--- config.mk ---
export PLATFORM = sky130hd
export DESIGN_NAME = sw_array_feeder_flat
export DESIGN_NICKNAME = d
export VERILOG_FILES = /design/src/rtl/sw_array_feeder_if.sv /design/src/rtl/sw_array_feeder.sv /design/src/flat_wrapper.sv
export SDC_FILE = /design/constraint.sdc
export NUM_CORES = 1
export LEC_CHECK = 0
export CAP_MARGIN = 20
export CORE_ASPECT_RATIO = 0.75
export CORE_MARGIN = 2
export CORE_UTILIZATION = 43
export DETAILED_ROUTE_END_ITERATION = 8
export MAX_ROUTING_LAYER = met4
export PLACE_DENSITY = 0.88
export RECOVER_POWER = 50
export REMOVE_ABC_BUFFERS = 1
export SLEW_MARGIN = 20
export SYNTH_ARGS = -nofsm -noshare
export SYNTH_HDL_FRONTEND = slang
export SYNTH_SLANG_ARGS = --single-unit
--- constraint.sdc ---
create_clock -name clk -period 3.2 [get_ports clk]
set_input_delay 0.48 -clock clk [delete_from_list [all_inputs] [get_ports clk]]
set_output_delay 0.48 -clock clk [all_outputs]
set_load 0.1 [all_outputs]
--- src/rtl/sw_array_feeder_if.sv ---
// Boundary bus between the Smith-Waterman feeder and its systolic PE chain:
// PE0 head inputs plus the per-PE MAX/init taps fed back to the feeder.
interface sw_array_feeder_if #(
  parameter int unsigned NPE = 8,
  parameter int unsigned DW  = 12
);
  logic                pe_changeS;
  logic [2*NPE-1:0]    pe_S;
  logic [1:0]          pe_T;
  logic                pe_init;
  logic [DW-1:0]       pe_V;
  logic [DW-1:0]       pe_F;
  logic [DW-1:0]       pe_MAX;
  logic [DW*NPE-1:0]   tap_max;
  logic [NPE-1:0]      tap_init;

  modport master (
    output pe_changeS, pe_S, pe_T, pe_init, pe_V, pe_F, pe_MAX,
    input  tap_max, tap_init
  );

  modport slave (
    input  pe_changeS, pe_S, pe_T, pe_init, pe_V, pe_F, pe_MAX,
    output tap_max, tap_init
  );
endinterface

--- src/rtl/sw_array_feeder.sv ---
// Head-and-tail controller for the Smith-Waterman PE chain: loads the query,
// streams the target into PE0, and captures the final score from the tap of the last used PE.
module sw_array_feeder #(
  parameter int unsigned   NPE     = 8,
  parameter int unsigned   TLW     = 10,
  parameter int unsigned   DW      = 12,
  parameter logic [DW-1:0] NEG_INF = 12'h900
) (
  input  logic                       clk,
  input  logic                       rst,
  input  logic                       start,
  input  logic [2*NPE-1:0]           s_seq,
  input  logic [$clog2(NPE+1)-1:0]   s_len,
  input  logic [TLW-1:0]             t_len,
  input  logic                       t_valid,
  input  logic [1:0]                 t_data,
  output logic                       t_ready,
  sw_array_feeder_if.master          pe,
  output logic                       busy,
  output logic                       res_valid,
  output logic [DW-1:0]              res_score,
  output logic                       res_err,
  input  logic                       res_ready
);

  localparam int unsigned SLW  = $clog2(NPE + 1);
  localparam int unsigned SELW = (NPE > 1) ? $clog2(NPE) : 1;
  localparam int unsigned CW   = TLW + 1;
  localparam int unsigned WDW  = TLW + 2;
  localparam logic [SLW-1:0] NPE_L = SLW'(NPE);

  localparam logic [2:0] S_IDLE   = 3'd0;
  localparam logic [2:0] S_STREAM = 3'd1;
  localparam logic [2:0] S_FLUSH  = 3'd2;
  localparam logic [2:0] S_DRAIN  = 3'd3;
  localparam logic [2:0] S_RESULT = 3'd4;

  logic [2:0]        state_q,      state_d;
  logic [2*NPE-1:0]  pe_s_q,       pe_s_d;
  logic [1:0]        pe_t_q,       pe_t_d;
  logic              pe_init_q,    pe_init_d;
  logic              pe_changes_q, pe_changes_d;
  logic [SELW-1:0]   sel_q,        sel_d;
  logic [TLW-1:0]    t_len_q,      t_len_d;
  logic [CW-1:0]     cnt_q,        cnt_d;
  logic [WDW-1:0]    wd_q,         wd_d;
  logic [DW-1:0]     res_score_q,  res_score_d;
  logic              res_err_q,    res_err_d;

  logic [DW-1:0]     tap_lane [NPE];
  logic [DW-1:0]     tap_max_sel;
  logic              tap_init_sel;
  logic              capture;
  logic [CW-1:0]     cnt_inc;
  logic [WDW-1:0]    wd_last;

  always_comb begin
    for (int unsigned k = 0; k < NPE; k++) begin
      tap_lane[k] = pe.tap_max[k*DW +: DW];
    end
  end

  assign tap_max_sel  = tap_lane[sel_q];
  assign tap_init_sel = pe.tap_init[sel_q];
  assign cnt_inc      = cnt_q + 1'b1;
  // Capture on the (t_len+1)-th init-high tap cycle: cnt_q already holds t_len earlier ones.
  assign capture      = tap_init_sel && (cnt_q == CW'(t_len_q));
  assign wd_last      = WDW'(t_len_q) + WDW'(NPE + 3);

  always_comb begin
    state_d      = state_q;
    pe_s_d       = pe_s_q;
    pe_t_d       = pe_t_q;
    pe_init_d    = pe_init_q;
    pe_changes_d = pe_changes_q;
    sel_d        = sel_q;
    t_len_d      = t_len_q;
    cnt_d        = cnt_q;
    wd_d         = wd_q;
    res_score_d  = res_score_q;
    res_err_d    = res_err_q;

    case (state_q)
      S_IDLE: begin
        if (start) begin
          pe_s_d  = s_seq;
          t_len_d = t_len;
          sel_d   = SELW'(s_len - 1'b1);
          cnt_d   = '0;
          if (s_len == '0 || s_len > NPE_L || t_len == '0) begin
            state_d     = S_RESULT;
            res_err_d   = 1'b1;
            res_score_d = '0;
          end else begin
            state_d = S_STREAM;
          end
        end
      end
      S_STREAM: begin
        if (t_valid) begin
          pe_t_d       = t_data;
          pe_init_d    = 1'b1;
          pe_changes_d = (cnt_q == '0);
          cnt_d        = cnt_inc;
          if (cnt_inc == CW'(t_len_q)) begin
            state_d = S_FLUSH;
            cnt_d   = '0;
          end
        end else begin
          // The chain cannot stall, so a gap in the target stream aborts the job.
          pe_init_d    = 1'b0;
          pe_changes_d = 1'b0;
          res_err_d    = 1'b1;
          res_score_d  = '0;
          state_d      = S_RESULT;
        end
      end
      S_FLUSH: begin
        pe_t_d       = 2'b00;
        pe_init_d    = 1'b1;
        pe_changes_d = 1'b0;
        cnt_d        = '0;
        wd_d         = '0;
        state_d      = S_DRAIN;
      end
      S_DRAIN: begin
        pe_init_d = 1'b0;
        if (tap_init_sel) begin
          cnt_d = cnt_inc;
        end
        if (capture) begin
          res_score_d = tap_max_sel;
          res_err_d   = 1'b0;
          state_d     = S_RESULT;
        end else if (wd_q == wd_last) begin
          res_score_d = '0;
          res_err_d   = 1'b1;
          state_d     = S_RESULT;
        end else begin
          wd_d = wd_q + 1'b1;
        end
      end
      S_RESULT: begin
        if (res_ready) begin
          state_d = S_IDLE;
        end
      end
      default: state_d = S_IDLE;
    endcase
  end

  always_ff @(posedge clk) begin
    if (rst) begin
      state_q      <= S_IDLE;
      pe_s_q       <= '0;
      pe_t_q       <= '0;
      pe_init_q    <= 1'b0;
      pe_changes_q <= 1'b0;
      sel_q        <= '0;
      t_len_q      <= '0;
      cnt_q        <= '0;
      wd_q         <= '0;
      res_score_q  <= '0;
      res_err_q    <= 1'b0;
    end else begin
      state_q      <= state_d;
      pe_s_q       <= pe_s_d;
      pe_t_q       <= pe_t_d;
      pe_init_q    <= pe_init_d;
      pe_changes_q <= pe_changes_d;
      sel_q        <= sel_d;
      t_len_q      <= t_len_d;
      cnt_q        <= cnt_d;
      wd_q         <= wd_d;
      res_score_q  <= res_score_d;
      res_err_q    <= res_err_d;
    end
  end

  assign pe.pe_changeS = pe_changes_q;
  assign pe.pe_S       = pe_s_q;
  assign pe.pe_T       = pe_t_q;
  assign pe.pe_init    = pe_init_q;
  assign pe.pe_V       = '0;
  assign pe.pe_F       = NEG_INF;
  assign pe.pe_MAX     = '0;

  assign t_ready   = (state_q == S_STREAM);
  assign busy      = (state_q != S_IDLE);
  assign res_valid = (state_q == S_RESULT);
  assign res_score = res_score_q;
  assign res_err   = res_err_q;

endmodule

--- src/flat_wrapper.sv ---
// flat-port wrapper written by rule: the top's interface ports become plain ports
module sw_array_feeder_flat 
#(
  parameter int unsigned   NPE     = 8,
  parameter int unsigned   TLW     = 10,
  parameter int unsigned   DW      = 12,
  parameter logic [DW-1:0] NEG_INF = 12'h900
)
  (clk, rst, start, s_seq, s_len, t_len, t_valid, t_data, t_ready, busy, res_valid, res_score, res_err, res_ready, pe_pe_changeS, pe_pe_S, pe_pe_T, pe_pe_init, pe_pe_V, pe_pe_F, pe_pe_MAX, pe_tap_max, pe_tap_init);
  sw_array_feeder_if #(.NPE(NPE), .DW(DW)) pe_i ();
  input  logic clk;
  input  logic rst;
  input  logic start;
  input  logic [2*NPE-1:0] s_seq;
  input  logic [$clog2(NPE+1)-1:0] s_len;
  input  logic [TLW-1:0] t_len;
  input  logic t_valid;
  input  logic [1:0] t_data;
  output logic t_ready;
  output logic busy;
  output logic res_valid;
  output logic [DW-1:0] res_score;
  output logic res_err;
  input  logic res_ready;
  output wire logic [$bits(pe_i.pe_changeS)-1:0] pe_pe_changeS;
  output wire logic [$bits(pe_i.pe_S)-1:0] pe_pe_S;
  output wire logic [$bits(pe_i.pe_T)-1:0] pe_pe_T;
  output wire logic [$bits(pe_i.pe_init)-1:0] pe_pe_init;
  output wire logic [$bits(pe_i.pe_V)-1:0] pe_pe_V;
  output wire logic [$bits(pe_i.pe_F)-1:0] pe_pe_F;
  output wire logic [$bits(pe_i.pe_MAX)-1:0] pe_pe_MAX;
  input wire logic [$bits(pe_i.tap_max)-1:0] pe_tap_max;
  input wire logic [$bits(pe_i.tap_init)-1:0] pe_tap_init;
  assign pe_pe_changeS = pe_i.pe_changeS;
  assign pe_pe_S = pe_i.pe_S;
  assign pe_pe_T = pe_i.pe_T;
  assign pe_pe_init = pe_i.pe_init;
  assign pe_pe_V = pe_i.pe_V;
  assign pe_pe_F = pe_i.pe_F;
  assign pe_pe_MAX = pe_i.pe_MAX;
  assign pe_i.tap_max = pe_tap_max;
  assign pe_i.tap_init = pe_tap_init;
  sw_array_feeder #(.NPE(NPE), .TLW(TLW), .DW(DW), .NEG_INF(NEG_INF)) u_core (.clk(clk), .rst(rst), .start(start), .s_seq(s_seq), .s_len(s_len), .t_len(t_len), .t_valid(t_valid), .t_data(t_data), .t_ready(t_ready), .pe(pe_i), .busy(busy), .res_valid(res_valid), .res_score(res_score), .res_err(res_err), .res_ready(res_ready));
endmodule
==> impl_metrics.ini <==
[outcome]
outcome = completed

[yosys]
synth_cells = 586
yosysWarningCount = 0
ys.flop_type = dfxtp_1
synth-seq-cells = 72
synth-seq-area-share = 0.293
synth-edff-count = 0
synth_area_per_cell_um2 = 8.40
synth_area_um2 = 4920
synthDistinctLibCells = 59
async_flop_share = 0

[grt]
grt_pass1_wl_um = 26000
antenna_found_initial = 2
grt.total_usage = 0.276
grt_max_degree = 49
grt_overflow_total = 0
grt_pass1_vias = 5041

[power]
power.share.switching = 0.394
net-switching-power_mw = 1.30
power_frac_seq = 0.310
worst_ir_drop_vdd_v = 0.000428
power_density_nw_per_um2 = 485
intPower_mw = 2.00
power.leakage_nw = 2.48
clkPwrFrac = 0.312
fin_total_pwr_mw = 3.30
pwr-share-comb = 0.378

[worst_setup_path]
reg2regPathDepth = 10
rrSetupSlack_ps = 180
path_max_fanout = 12
required_ps = 3410
cp_cell_sequence = inv_1 -> ha_1 -> nand2b_1 -> or4_1 -> o211ai_2 -> a21boi_2 -> o41ai_4 -> nor2_2 -> o31a_1 -> o2bb2ai_1
crit_path_max_incr_delay_ps = 500
timing.rr.start = u_core.t_len_q[0]
crit_type = reg -> reg
reg2reg_to = u_core.res_score[11]
worstPathArrival_ps = 3230
cp-start-kind = register
cp-end-kind = register
slowest_stage = or4_1

[detailed_routing]
vias = 5055
detail_route.vias_per_cell = 5.67
dr.first_iter.drc_count = 290
drc_errors = 0
drtAntennaViolNets = 0
drt_wl_total_um = 16700
wl_per_cell_um = 18.8
dr.pass1.iters = 4

[timing]
setup_viol = 0
maxSlewHeadroom = 0.0149
drv_slew = 0
clock_skew_ps = 6.68
setup_tns_ps = 0
fin_crit_sh = 0.943
hold_viol = 0
fin_ws_ps = 184
fin_crit_ps = 3020
tightest_slew_ps = 1480
max_freq_mhz = 332

[worst_hold_path]
hold_end = u_core.pe.pe_S[5]
min_from = u_core.pe.pe_S[5]
whs_path_depth = 2
min_path_type = reg -> reg

[floorplan]
io_pins = 213
die_height_um = 96.6
core_um2 = 11000
die-area_um2 = 12300
start_util = 0.446
rows = 33
fp.dieW_um = 128

[placement]
place.gp.congestion = 0.995
port_buffers = 176
dp_slack_ps = 88.2
dp_hpwl_um = 13200
dp.cells = 872

[cts]
cts_sinks = 72
cts_made_buffers = 9
clk_latency_ps = 340
cts.path.max_buffers = 2
clock_tree.htree_level_count = 3
tritoncts = done
cts_root_buf = clkbuf_16
path_clk_slew_ps = 60

[flow_run]
drv_cap = 0

[cells_and_area]
utilization = 0.617
fin_cells = 891
layout.nets = 890
area_growth_pct = 38.3
drive_gt1_frac = 0.0975
[routing by layer]
metal	routed length [um]	GRT usage	up-vias	part of all wire
met5	0	-	-	0
met4	588	0.110	0	0.035
met3	1240	0.0708	48	0.074
met2	8050	0.440	244	0.48
met1	6830	0.336	2417	0.41
li1	-	-	2346	-
[through the flow]
stage / instance area [um2] / hold slack [ps]
6_report: 6810 / 461
3_3_place_gp: 6570 / 442
5_1_grt: 6810 / 473
3_5_place_dp: 6570 / 452
2_1_floorplan: 4590 / 438
4_1_cts: 6870 / 458
[critical path: cells and delay by family (launching register included)]
| kind | cells | cell delay (ps) |
|---|---|---|
| flip-flops | 1 | 470 |
| AND/OR/NAND/NOR | 3 | 760 |
| adder cells (fa/ha/maj) | 1 | 280 |
| AO/OA/AOI/OAI | 5 | 1300 |
| buffers and inverters | 1 | 80 |
[cells by family (layout without fill, tap and decap cells)]
logic type | Yosys count | after routing | synth area share
and+or+nand+nor | 213 | 213 | 0.202
adders and majority gates | 5 | 5 | 0.0127
AOI/OAI and AO/OA | 122 | 122 | 0.173
muxes | 42 | 42 | 0.152
other | 2 | 38 | 0.00153
DFF | 72 | 72 | 0.293
xor gates and xnor gates | 33 | 33 | 0.0587
buffers and inverters | 97 | 226 | 0.108
[repair_timing]
action	CTS	global route
hold buffers	0	0
resized for setup	0	2
setup endpoints to repair	0	21
buffers inserted	0	1
[worst max-delay path by stage]
stage | end | cells after the start | start
2_1_floorplan | u_core.cnt_q[8] | 6 | u_core.sel_q[0]
3_3_place_gp | u_core.wd_q[7] | 8 | pe_tap_init[7]
3_5_place_dp | u_core.wd_q[5] | 8 | pe_tap_init[5]
4_1_cts | u_core.res_score[11] | 10 | u_core.t_len_q[0]
5_1_grt | u_core.res_score[11] | 10 | u_core.t_len_q[0]
6_report | u_core.res_score[11] | 10 | u_core.t_len_q[0]
[cells in the final DEF (no fill, tap or decap), drive strengths merged, types with 6 or more instances in the layout]
cell type        n
dfxtp           72
clkdlybuf4s50  149
conb            36
inv             21
xnor2           20
mux2i           15
nand3           16
or3             10
mux4            26
o21a             6
nor2            42
clkbuf          34
a21oi           42
xor2            13
a31oi            8
nor3            12
nand2           90
buf             17
o21ai           14
a211oi           6
nand2b           8
nand4            8
o2bb2ai         12
[synthesized netlist by cell type (all sizes together), types with 5 or more instances]
| master | number | area, um2 |
|---|---|---|
| nand3 | 16 | 80.1 |
| xor2 | 13 | 114 |
| o2bb2ai | 12 | 105 |
| or3 | 10 | 62.6 |
| nand4 | 8 | 50.1 |
| a21oi | 42 | 210 |
| inv | 19 | 71.3 |
| ha | 5 | 62.6 |
| buf | 48 | 345 |
| xnor2 | 20 | 175 |
| nor4 | 5 | 31.3 |
| a211oi | 6 | 45.0 |
| clkbuf | 30 | 113 |
| nand2 | 90 | 338 |
| mux4 | 26 | 586 |
| dfxtp | 72 | 1440 |
| a31oi | 8 | 50.1 |
| mux2i | 15 | 150 |
| or4 | 5 | 37.5 |
| nor2 | 42 | 160 |
| o21a | 6 | 45.0 |
| nand2b | 8 | 52.6 |
| nor3 | 12 | 60.1 |
| o21ai | 14 | 70.1 |
[flip-flops by register name (all words and copies together), names as in the netlist]
| name | flops |
|---|---|
| u_core.sel_q | 3 |
| u_core.res_err | 1 |
| u_core.pe.pe_changeS | 1 |
| u_core.t_len_q | 10 |
| u_core.res_score | 12 |
| u_core.pe.pe_T | 2 |
| u_core.state_q | 3 |
| u_core.pe.pe_init | 1 |
| u_core.pe.pe_S | 16 |
| u_core.cnt_q | 11 |
| u_core.wd_q | 12 |
[power by group through the flow]
stage | clock network (mW) | logic (mW) | registers [mW]
5_1_grt | 1.08 | 1.31 | 1.03
4_1_cts | 1.04 | 1.25 | 1.02
3_5_place_dp | 0 | 1.24 | 1.04
2_1_floorplan | 0 | 0.638 | 1.24
6_report | 1.03 | 1.25 | 1.02
3_3_place_gp | 0 | 1.22 | 1.04
[cell type report]
class / instances / area [um2]
tap: 140 / 175
inverter: 19 / 71.3
antenna: 2 / 5.00
timing repair buffer: 191 / 1720
fill: 920 / 4220
clock buffer: 10 / 229
clock inverter: 6 / 67.6
multi-input combinational: 451 / 3100
sequential: 72 / 1440
Power figures use the tool's default switching activity.
